--- src/rtl/decode_issue_ctrl.sv ---
// Decode-stage issue controller: owns ID/EX, inserts load-use bubbles,
// squashes on EX redirect, freezes on MEM wait, counts stalls/flushes.
module decode_issue_ctrl #(
  parameter int CNT_W = 16
) (
  input  logic             clk,
  input  logic             rst_n,
  input  logic             if_id_valid,
  input  logic [31:0]      if_id_instr,
  input  logic [31:0]      if_id_pc,
  input  logic [31:0]      imm,
  input  logic             ex_redirect,
  input  logic             mem_busy,
  input  logic             cnt_clear,
  output logic             pc_write,
  output logic             if_id_write,
  output logic             if_id_flush,
  output logic             load_use_stall,
  output logic             id_ex_valid,
  output logic             id_ex_mem_read,
  output logic             id_ex_reg_write,
  output logic             id_ex_funct7b5,
  output logic [31:0]      id_ex_pc,
  output logic [31:0]      id_ex_imm,
  output logic [4:0]       id_ex_rs1,
  output logic [4:0]       id_ex_rs2,
  output logic [4:0]       id_ex_rd,
  output logic [6:0]       id_ex_opcode,
  output logic [2:0]       id_ex_funct3,
  output logic [CNT_W-1:0] stall_cnt,
  output logic [CNT_W-1:0] flush_cnt
);

  localparam logic [6:0] OP_LUI   = 7'b0110111;
  localparam logic [6:0] OP_AUIPC = 7'b0010111;
  localparam logic [6:0] OP_JAL   = 7'b1101111;
  localparam logic [6:0] OP_JALR  = 7'b1100111;
  localparam logic [6:0] OP_BR    = 7'b1100011;
  localparam logic [6:0] OP_LD    = 7'b0000011;
  localparam logic [6:0] OP_ST    = 7'b0100011;
  localparam logic [6:0] OP_IMM   = 7'b0010011;
  localparam logic [6:0] OP_REG   = 7'b0110011;

  localparam logic [CNT_W-1:0] CNT_MAX = '1;
  localparam logic [CNT_W-1:0] CNT_ONE = CNT_W'(1);

  typedef struct packed {
    logic        valid;
    logic        mem_read;
    logic        reg_write;
    logic        funct7b5;
    logic [31:0] pc;
    logic [31:0] imm;
    logic [4:0]  rs1;
    logic [4:0]  rs2;
    logic [4:0]  rd;
    logic [6:0]  opcode;
    logic [2:0]  funct3;
  } id_ex_t;

  id_ex_t           id_ex_d, id_ex_q, dec;
  logic [CNT_W-1:0] stall_cnt_d, stall_cnt_q;
  logic [CNT_W-1:0] flush_cnt_d, flush_cnt_q;

  logic [6:0] op;
  logic [4:0] rs1, rs2, rd;
  logic       uses_rs1, uses_rs2, writes_rd;
  logic       hz;

  assign op  = if_id_instr[6:0];
  assign rd  = if_id_instr[11:7];
  assign rs1 = if_id_instr[19:15];
  assign rs2 = if_id_instr[24:20];

  always_comb begin
    uses_rs1  = 1'b0;
    uses_rs2  = 1'b0;
    writes_rd = 1'b0;
    case (op)
      OP_LUI, OP_AUIPC, OP_JAL: writes_rd = 1'b1;
      OP_JALR, OP_LD, OP_IMM: begin
        uses_rs1  = 1'b1;
        writes_rd = 1'b1;
      end
      OP_BR, OP_ST: begin
        uses_rs1 = 1'b1;
        uses_rs2 = 1'b1;
      end
      OP_REG: begin
        uses_rs1  = 1'b1;
        uses_rs2  = 1'b1;
        writes_rd = 1'b1;
      end
      default: ;
    endcase
  end

  always_comb begin
    dec           = '0;
    dec.valid     = 1'b1;
    dec.mem_read  = (op == OP_LD);
    dec.reg_write = writes_rd & (rd != 5'd0);
    dec.funct7b5  = if_id_instr[30];
    dec.pc        = if_id_pc;
    dec.imm       = imm;
    dec.rs1       = rs1;
    dec.rs2       = rs2;
    dec.rd        = rd;
    dec.opcode    = op;
    dec.funct3    = if_id_instr[14:12];
  end

  // Only a load already sitting in EX can stall the ID instruction.
  assign hz = id_ex_q.valid & id_ex_q.mem_read
            & (id_ex_q.rd != 5'd0) & if_id_valid
            & ((uses_rs1 & (rs1 == id_ex_q.rd))
             | (uses_rs2 & (rs2 == id_ex_q.rd)));

  always_comb begin
    pc_write       = 1'b1;
    if_id_write    = 1'b1;
    if_id_flush    = 1'b0;
    load_use_stall = 1'b0;
    id_ex_d        = id_ex_q;
    stall_cnt_d    = stall_cnt_q;
    flush_cnt_d    = flush_cnt_q;
    priority case (1'b1)
      mem_busy: begin
        pc_write    = 1'b0;
        if_id_write = 1'b0;
      end
      ex_redirect: begin
        if_id_flush = 1'b1;
        id_ex_d     = '0;
        if (flush_cnt_q != CNT_MAX)
          flush_cnt_d = flush_cnt_q + CNT_ONE;
      end
      hz: begin
        pc_write       = 1'b0;
        if_id_write    = 1'b0;
        load_use_stall = 1'b1;
        id_ex_d        = '0;
        if (stall_cnt_q != CNT_MAX)
          stall_cnt_d = stall_cnt_q + CNT_ONE;
      end
      default: id_ex_d = if_id_valid ? dec : '0;
    endcase
    if (!mem_busy && cnt_clear) begin
      stall_cnt_d = '0;
      flush_cnt_d = '0;
    end
  end

  always_ff @(posedge clk or negedge rst_n) begin
    if (!rst_n) begin
      id_ex_q     <= '0;
      stall_cnt_q <= '0;
      flush_cnt_q <= '0;
    end else begin
      id_ex_q     <= id_ex_d;
      stall_cnt_q <= stall_cnt_d;
      flush_cnt_q <= flush_cnt_d;
    end
  end

  assign id_ex_valid     = id_ex_q.valid;
  assign id_ex_mem_read  = id_ex_q.mem_read;
  assign id_ex_reg_write = id_ex_q.reg_write;
  assign id_ex_funct7b5  = id_ex_q.funct7b5;
  assign id_ex_pc        = id_ex_q.pc;
  assign id_ex_imm       = id_ex_q.imm;
  assign id_ex_rs1       = id_ex_q.rs1;
  assign id_ex_rs2       = id_ex_q.rs2;
  assign id_ex_rd        = id_ex_q.rd;
  assign id_ex_opcode    = id_ex_q.opcode;
  assign id_ex_funct3    = id_ex_q.funct3;
  assign stall_cnt       = stall_cnt_q;
  assign flush_cnt       = flush_cnt_q;

endmodule

--- config.mk ---
export PLATFORM = sky130hd
export DESIGN_NAME = decode_issue_ctrl
export DESIGN_NICKNAME = d
export VERILOG_FILES = /design/src/rtl/decode_issue_ctrl.sv
export SDC_FILE = /design/constraint.sdc
export NUM_CORES = 1
export LEC_CHECK = 0
export BUFFER_PORTS_ARGS = -buffer_cell sky130_fd_sc_hd__buf_2
export CELL_PAD_IN_SITES_DETAIL_PLACEMENT = 1
export CELL_PAD_IN_SITES_GLOBAL_PLACEMENT = 1
export CORE_ASPECT_RATIO = 0.6
export CORE_MARGIN = 2
export CORE_UTILIZATION = 30
export CTS_CLUSTER_DIAMETER = 50
export CTS_CLUSTER_SIZE = 40
export DETAILED_ROUTE_END_ITERATION = 6
export GPL_TIMING_DRIVEN = 0
export PLACE_DENSITY_LB_ADDON = 0.1
export SKIP_LAST_GASP = 1
export SLEW_MARGIN = 10
export SYNTH_ARGS = -nofsm -noshare
export SYNTH_HDL_FRONTEND = slang
export SYNTH_SLANG_ARGS = --single-unit
--- constraint.sdc ---
create_clock -name clk -period 3.45 [get_ports clk]
set_clock_uncertainty 0.15 [all_clocks]
set_input_delay 0.69 -clock clk [delete_from_list [all_inputs] [get_ports clk]]
set_output_delay 0.69 -clock clk [all_outputs]
set_load 0.05 [all_outputs]
==> results of run 1 <==
-- registers in the layout, summed over array words and instances, names as in the netlist --
register / count
flush_cnt: 16
id_ex_funct3: 3
id_ex_funct7b5: 1
id_ex_imm: 32
id_ex_mem_read: 1
id_ex_opcode: 7
id_ex_pc: 32
id_ex_rd: 5
id_ex_reg_write: 1
id_ex_rs1: 5
id_ex_rs2: 5
id_ex_valid: 1
stall_cnt: 16
-- layout make-up --
| cell class | instances | share of cell area (%) |
|---|---|---|
| sequential | 125 | 43.04 |
| multi-input combinational | 277 | 27.00 |
| timing repair buffer | 224 | 15.86 |
| clock buffer | 19 | 6.095 |
| tap | 234 | 4.029 |
| buffer | 28 | 2.032 |
| clock inverter | 13 | 1.808 |
| inverter | 2 | 0.1033 |
| antenna | 1 | 0.03444 |
-- cell families after synthesis --
group           synth area share, %
simple gates                  12.54
fa+ha+maj                    0.4777
mux                          0.3822
buf+inv                       2.962
flops                         59.72
xor+xnor                      4.013
compound gates                19.90
-- metrics by stage --
step	hold slack (ns)	instances	setup WS (ns)	power, mW	setup TNS [ns]
6_report	0.05931	923	0.1548	3.919	0
5_1_grt	0.08574	922	0.01104	4.082	0
4_1_cts	0.08667	922	0.09021	3.971	0
3_5_place_dp	0.3416	890	0.1697	2.190	0
3_3_place_gp	0.3241	889	-0.2062	2.177	-23.74
2_1_floorplan	0.2444	432	0.1083	1.962	0
-- worst paths after layout --
| kind | endpoint | depth (start not counted) | slack, ns |
|---|---|---|---|
| worst max register to register | stall_cnt[1]$_DFFE_PN0P_ | 8 | 0.83 |
| worst max-delay path | pc_write | 8 | 0.15 |
| worst min-delay path | stall_cnt[11]$_DFFE_PN0P_ | 1 | 0.06 |
| worst min register to register | id_ex_pc[25]$_DFFE_PN0N_ | 1 | 0.35 |
| min in group clk | id_ex_imm[30]$_DFFE_PN0N_ | 2 | 0.35 |
| max in group asynchronous | id_ex_rs2[2]$_DFFE_PN0N_ | 2 | 2.29 |
-- per-layer routing --
| metal | wire, um | vias up | global-route usage [%] |
|---|---|---|---|
| met5 | 0 | - | 0 |
| met4 | 208 | 0 | 4.821 |
| met3 | 1245 | 11 | 5.186 |
| met2 | 7893 | 156 | 29.76 |
| met1 | 8769 | 2350 | 28.28 |
| li1 | - | 2117 | - |
-- power by group through the flow --
stage	combinational [mW]	sequential [mW]	clock, mW
CTS	0.588	1.58	1.80
global route	0.618	1.59	1.88
detailed placement	0.585	1.60	0
finish	0.581	1.58	1.76
global placement	0.575	1.60	0
floorplan	0.130	1.83	0
-- layout by cell type, fill, tap and decap left out, types with 4 or more instances in the layout --
cell type	n
a22o_1	90
and3_1	7
clkbuf_16	17
nand3_1	15
buf_2	225
or3_1	8
or4_1	8
xnor2_1	11
nor2_1	25
o21ai_0	10
nand2_1	23
nor2b_1	4
clkinvlp_4	5
xor2_1	12
a21oi_1	13
dfrtp_1	125
nand4_1	11
buf_4	8
clkbuf_1	15
inv_6	5
==> results.tsv, run 1 <==
metric	value	unit
Synth Instances	432	
first-pass iteration count of the detailed router	4	
via count	4634	
share of post-route cells with drive strength above 1	39.83	%
global-route wire length before repair	28.54	mm
DP Area	0.006680	mm^2
DRT iter0 DRCs	357	
most frequent cells after synthesis	125 x dfrtp_1, 90 x a22o_1, 25 x nor2_1	
P_leak	3.813	nW
drt drc	0	
count leader, synth	dfrtp_1	
pins over their slew limit	0	
Main synth FF type	dfrtp_1	
Die W	174.6	um
pwr/cell area	539.2	mW/mm^2
fin crit period	3.295	ns
critical path fanouts, max	5	
Worst setup SP type	register	
part of the power in combinational logic	14.8	%
max_slew headroom	59.36	%
cts repair resizes	0	
GP Congestion	0.8128	
crit-path leading delay family	simple AND/OR/NAND/NOR gates	
final WL	18.12	mm
register area share after synthesis	59.72	%
postcts setup bufs	0	
Worst-path clk slew	0.07	ns
fin area	0.007267	mm^2
die area	0.01857	mm^2
CTS tree	built	
Rows	37	
YS warnings	0	
worst-margin pin slew	0.6096	ns
asr flop ratio synth	100.0	%
synth unique cells	44	
P_int	2.724	mW
Clk pwr share	44.9	%
H-tree depth	4	
I/O Buffers	223	
reg2reg start	stall_cnt[7]$_DFFE_PN0P_	
share of the clock period used by the worst path	95.51	%
max_cap viols	0	
Hold WC Path Type	in2async	
# hold bufs at CTS	0	
CP Launch Point	id_ex_rd[1]$_DFFE_PN0N_	
endpoints failing setup	0	
crit path kind	reg2out	
post-synthesis net count	536	
RSZ-0062 raised after global routing	false	
Register Area	0.003128	mm^2
CP peak stage delay	0.57	ns
CP max-delay cell	or4_1	
top-area cell type share of the netlist area	59.72	%
Hold Vio Cnt, Final	0	
post-synthesis cell area	0.005238	mm^2
Clock Root Buffer	clkbuf_16	
status	finished, final reports clean	
sw power	1.195	mW
worst skew pair latency	0.41	ns
number of synthesized flops with an enable pin	0	
vias in the first global route	4905	
Flop pwr share	40.3	%
Critical Path AT	2.46	ns
Ports	231	
DR WL/cell	19.63	um
area leader, netlist	dfrtp_1	
synthesized flop and latch total	125	
Nets	779	
initial antenna violation count	1	
starting density of the core	30.58	%
Detail Route Antenna Nets	0	
Die Y	106.3	um
Max Buffers Root-to-Sink	2	
vias per cell	5.021	
fillers	1938	
cell repeated most along the worst path	nor2_1	
WP buf/inv	2	
fraction of power spent switching nets	30.49	%
worst-path cell chain	or4_1 -> nor2_1 -> nor2b_1 -> nand2_1 -> nor2_1 -> nor2_1 -> buf_4 -> clkbuf_4	
Syn-to-layout area delta	38.75	%
Worst IR Drop VDD	314.5	uV
Final Util	42.43	%
top post-synthesis cells by area	dfrtp_1 60%, a22o_1 15%, xnor2_1 2.0%	
pin count of the biggest net entering global routing	77	
placed wire-length estimate	13.39	mm
Mean Syn Cell Area	12.12	um^2
Total GRT Usage	19.75	%
Critical Path Sink Type	output pin	
Multi-input gate area	0.001962	mm^2
CP required	2.61	ns
clock sink count	125	
number of buffers created by CTS	17	
gr ovfl total	0	
core region area	0.01713	mm^2
fmax	303.5	MHz
Power figures use the tool's default switching activity.
==> inputs of run 2 (changes only) <==
- CORE_MARGIN: 2 -> 1
==> run 2 against run 1 <==
Setup slack better by 0.11 ns. Critical path type unchanged. Clock power up 2%. Largest power group unchanged. Sequential power about the same. Combinational power down 0.7%. Critical endpoint unchanged. Utilization up 1.1 points. Count of clock-buffer cells in the layout unchanged. First-iteration DRC count down 33%. Routed wire length down 3.8%. Via count down 0.43%. Global-route usage up 0.28 points.
==> results.tsv, run 2 (same netlist as run 1, synthesis figures left out) <==
metric	value	unit
status	finished, final reports clean	
drt drc	0	
Critical Path AT	2.35	ns
Worst-path clk slew	0.06	ns
crit-path leading delay family	simple AND/OR/NAND/NOR gates	
worst-margin pin slew	0.6038	ns
share of the clock period used by the worst path	92.45	%
fin cells	915	
fin crit period	3.190	ns
pins over their slew limit	0	
R2R cell count	8	
most frequent cells in the layout	226 x buf_2, 125 x dfrtp_1, 90 x a22o_1	
Die W	172.6	um
commonest non-fill, non-tap cell in the layout	buf_2	
crit path kind	reg2out	
RSZ-0062 raised after global routing	false	
vias per cell	5.043	
clock sink count	125	
Antenna Diode Count	0	
CP required	2.61	ns
Hold Vio Cnt, Final	0	
Clk pwr share	45.4	%
starting density of the core	31.43	%
global-route wire length before repair	28.12	mm
cell repeated most along the worst path	nor2_1	
CP peak stage delay	0.53	ns
Ports	231	
H-tree depth	4	
Worst IR Drop VDD	297.5	uV
Total GRT Usage	20.03	%
vias in the first global route	4880	
via count	4614	
max_slew headroom	59.75	%
Rows	36	
fraction of power spent switching nets	29.15	%
initial antenna violation count	1	
endpoints failing setup	0	
Worst path depth	8	
Critical Path Sink Type	output pin	
max_cap viols	0	
fillers	1881	
CP max-delay cell	or4_1	
Die Y	104.3	um
CTS tree	built	
DR WL/cell	19.04	um
Worst setup SP type	register	
Max Buffers Root-to-Sink	2	
gr ovfl total	0	
cts repair resizes	0	
worst-path cell chain	or4_1 -> nor2_1 -> nor2b_1 -> nand2_1 -> nor2_1 -> nor2_1 -> buf_4 -> buf_2	
# hold bufs at CTS	0	
fmax	313.5	MHz
Detail Route Antenna Nets	0	
pwr/cell area	544.0	mW/mm^2
DP Area	0.006673	mm^2
die area	0.01801	mm^2
P_int	2.799	mW
DRT iter0 DRCs	239	
WP buf/inv	2	
sw power	1.152	mW
share of post-route cells with drive strength above 1	39.74	%
final WL	17.42	mm
Hold WC Path Type	in2async	
critical path fanouts, max	5	
GP Congestion	0.8126	
placed wire-length estimate	13.07	mm
Flop pwr share	39.9	%
Nets	779	
worst skew pair latency	0.41	ns
core region area	0.01667	mm^2
fin area	0.007262	mm^2
first-pass iteration count of the detailed router	4	
# placed instances	884	
Clock Root Buffer	clkbuf_16	
Syn-to-layout area delta	38.65	%
I/O Buffers	223	
pin count of the biggest net entering global routing	85	
P_leak	3.824	nW
postcts setup bufs	0	
CP Launch Point	id_ex_rd[1]$_DFFE_PN0N_	
number of buffers created by CTS	17	
reg2reg start	stall_cnt[8]$_DFFE_PN0P_	
part of the power in combinational logic	14.6	%
[run 2: changes by cell type in the layout (fill, tap and decap cells not counted)]
cell / before / now
inv_6: 5 / 3
inv_8: 1 / 0
xnor2_1: 11 / 12
clkbuf_4: 1 / 0
buf_2: 225 / 226
diode_2: 1 / 0
clkbuf_1: 15 / 14
clkinv_2: 0 / 2
xnor2_2: 1 / 0
clkinvlp_4: 5 / 3
bufinv_16: 1 / 2
clkinv_4: 1 / 2
clkbuf_8: 1 / 2
[run 2: worst paths after layout]
| kind | endpoint | slack [ns] |
|---|---|---|
| max | pc_write | 0.26 |
| min | flush_cnt[14]$_DFFE_PN0P_ | 0.04 |
| max reg2reg | stall_cnt[1]$_DFFE_PN0P_ | 0.83 |
| min reg2reg | id_ex_pc[8]$_DFFE_PN0N_ | 0.35 |
| max in group asynchronous | id_ex_rs1[3]$_DFFE_PN0N_ | 2.33 |
| min in group clk | id_ex_pc[9]$_DFFE_PN0N_ | 0.34 |
[run 2: through the flow]
step	total power [mW]	hold WS [ns]	setup TNS, ns	utilization (%)	worst slack, ns
2_1_floorplan	1.962	0.2444	0	-	0.1083
3_3_place_gp	2.168	0.3251	-24.64	39.83	-0.2103
3_5_place_dp	2.184	0.3429	0	40.04	0.2739
4_1_cts	4.008	0.04347	0	43.57	0.2371
5_1_grt	4.116	0.05480	0	43.57	0.1603
6_report	3.951	0.03624	0	43.57	0.2604
[run 2: metal layers]
metal  global-route usage [%]  vias up  routed length [um]
met1                    28.47     2330                8483
li1                         -     2117                   -
met3                    5.592       14                 928
met5                        0        -                  12
met4                    4.911        2                 134
met2                    29.84      151                7862
[run 2: worst reg2reg max path: cells and delay by family (launching register included)]
kind          cells  cell delay [ns]
simple gates      5             1.26
flops             1             0.50
buf+inv           2             0.37
mux               1             0.21
[run 2: cell type report]
| type | count | area, um^2 | share of cell area (%) |
|---|---|---|---|
| clock inverter | 12 | 136.4 | 1.878 |
| tap | 228 | 285.3 | 3.928 |
| sequential | 125 | 3128 | 43.07 |
| buffer | 28 | 147.6 | 2.033 |
| timing repair buffer | 224 | 1150 | 15.83 |
| inverter | 2 | 7.507 | 0.1034 |
| multi-input combinational | 277 | 1954 | 26.91 |
| clock buffer | 19 | 452.9 | 6.237 |
[run 2: power by group through the flow]
stage | clock network, mW | logic [mW] | registers (mW)
6_report | 1.80 | 0.577 | 1.58
5_1_grt | 1.92 | 0.613 | 1.59
4_1_cts | 1.85 | 0.583 | 1.58
3_5_place_dp | 0 | 0.581 | 1.60
3_3_place_gp | 0 | 0.569 | 1.60
2_1_floorplan | 0 | 0.130 | 1.83
==> inputs of run 3 (changes only) <==
==> constraint.sdc (replaced) <==
create_clock -name clk -period 3.45 [get_ports clk]
set_clock_uncertainty 0.15 [all_clocks]
set_input_delay 0.8625 -clock clk [delete_from_list [all_inputs] [get_ports clk]]
set_output_delay 0.8625 -clock clk [all_outputs]
set_load 0.05 [all_outputs]
==> run 3 against run 2 <==
Sequential power about the same. Sequential cell count unchanged. Combinational power about the same. Worst hold slack better by 0.16 ns. Global-route usage down 0.10 points. Cell area up 1.1%. Maximum frequency down 6.6%. Critical endpoint is now load_use_stall. Highest routed layer unchanged.
==> results.tsv, run 3 (same netlist as run 1, synthesis figures left out) <==
metric	value	unit
status	finished, final reports clean	
Clk pwr share	45.7	%
placed wire-length estimate	12.93	mm
critical path fanouts, max	7	
Die Y	104.3	um
core region area	0.01667	mm^2
fin area	0.007345	mm^2
global-route wire length before repair	27.73	mm
share of post-route cells with drive strength above 1	40.84	%
die area	0.01801	mm^2
starting density of the core	31.43	%
number of buffers created by CTS	17	
CP required	2.44	ns
Clock Root Buffer	clkbuf_16	
clock sink count	125	
fmax	292.9	MHz
CP Launch Point	if_id_instr[6]	
via count	4610	
Hold WC Path Type	in2async	
max_cap viols	0	
pwr/cell area	541.8	mW/mm^2
fillers	1862	
final setup TNS	0	ns
I/O Buffers	223	
Worst IR Drop VDD	264.7	uV
crit path kind	in2out	
DP Area	0.006675	mm^2
r2r setup slk	0.82	ns
pin count of the biggest net entering global routing	85	
Max Buffers Root-to-Sink	2	
share of the clock period used by the worst path	98.95	%
first-pass iteration count of the detailed router	4	
Detail Route Antenna Nets	0	
Hold Vio Cnt, Final	0	
pins over their slew limit	0	
Syn-to-layout area delta	40.23	%
worst skew pair latency	0.42	ns
H-tree depth	4	
worst-margin pin slew	0.6241	ns
fraction of power spent switching nets	28.83	%
Worst-path clk slew	0.06	ns
P_leak	3.859	nW
# hold bufs at CTS	0	
endpoints failing setup	0	
Critical Path AT	2.40	ns
drt drc	0	
vias per cell	4.995	
fin crit period	3.414	ns
Final Util	44.07	%
Rows	36	
vias in the first global route	4740	
Ports	231	
RSZ-0062 raised after global routing	true	
Die W	172.6	um
Worst setup SP type	input port	
commonest non-fill, non-tap cell in the layout	buf_2	
Nets	785	
most frequent cells in the layout	224 x buf_2, 125 x dfrtp_1, 90 x a22o_1	
sw power	1.147	mW
CTS tree	built	
initial antenna violation count	3	
reg2reg start	stall_cnt[0]$_DFFE_PN0P_	
DR WL/cell	18.81	um
Critical Path Sink Type	output pin	
gr ovfl total	0	
max_slew headroom	58.31	%
DRT iter0 DRCs	251	
part of the power in combinational logic	14.6	%
Flop pwr share	39.7	%
Total GRT Usage	19.93	%
final WL	17.37	mm
GP Congestion	0.7777	
P_int	2.832	mW
## run 3: cell count changes in the layout (fill, tap and decap cells not counted), sizes merged
cell    delta
diode      +2
inv        -1
clkbuf     -1
buf        +6
clkinv     +1
bufinv     +1
## run 3: path summary, 6_finish.rpt
path | end | cells after the start
setup / recovery | load_use_stall | 9
hold / removal | flush_cnt[14]$_DFFE_PN0P_ | 1
setup reg to reg | stall_cnt[1]$_DFFE_PN0P_ | 9
hold reg to reg | id_ex_imm[9]$_DFFE_PN0N_ | 1
max in group asynchronous | id_ex_imm[6]$_DFFE_PN0N_ | 2
min in group clk | id_ex_imm[9]$_DFFE_PN0N_ | 1
## run 3: layer usage
layer	track usage [%]	vias up	share of wire, %
met1	28.59	2312	49
met2	28.08	153	43
met3	6.177	20	6.3
li1	-	2123	-
met5	0	-	0.075
met4	6.633	2	1.3
## run 3: area by class of cell
class | count | area, um^2 | share of cell area (%)
multi-input cells | 277 | 1972 | 26.85
diodes | 2 | 5.005 | 0.06814
plain buffers | 28 | 147.6 | 2.010
well taps | 228 | 285.3 | 3.884
repair buffers | 230 | 1204 | 16.39
inverters | 2 | 7.507 | 0.1022
clock inverters | 13 | 166.4 | 2.266
flip-flops and latches | 125 | 3128 | 42.59
clock buffers | 18 | 429.2 | 5.843
## run 3: per-stage QoR
step	setup slack, ns	cells	hold slack (ns)	power, mW
3_5_place_dp	-0.1314	884	0.3416	2.185
3_3_place_gp	-0.3404	883	0.3318	2.171
2_1_floorplan	0.2041	432	0.4169	1.962
6_report	0.03638	923	0.2001	3.980
4_1_cts	0.01781	918	0.1971	4.033
5_1_grt	-0.03998	922	0.2112	4.135
## run 3: critical path, stage by stage
cell      delay, ns
buf_2          0.15
or2_1          0.23
a211oi_2       0.35
nor2b_4        0.23
buf_4          0.11
buf_4          0.09
nand3_1        0.11
inv_1          0.09
buf_4          0.19
## run 3: power groups by stage
stage / clock network, mW / registers (mW) / logic (mW)
final: 1.82 / 1.58 / 0.579
after global routing: 1.93 / 1.59 / 0.616
after CTS: 1.87 / 1.58 / 0.585
after detailed placement: 0 / 1.60 / 0.581
after global placement: 0 / 1.60 / 0.569
after floorplan: 0 / 1.83 / 0.131
## run 3: timing repair
item | in CTS | in global routing
pin swaps | 2 | 2
gates resized for setup | 2 | 8
setup buffers | 3 | 3
endpoints found under the setup margin | 2 | 2
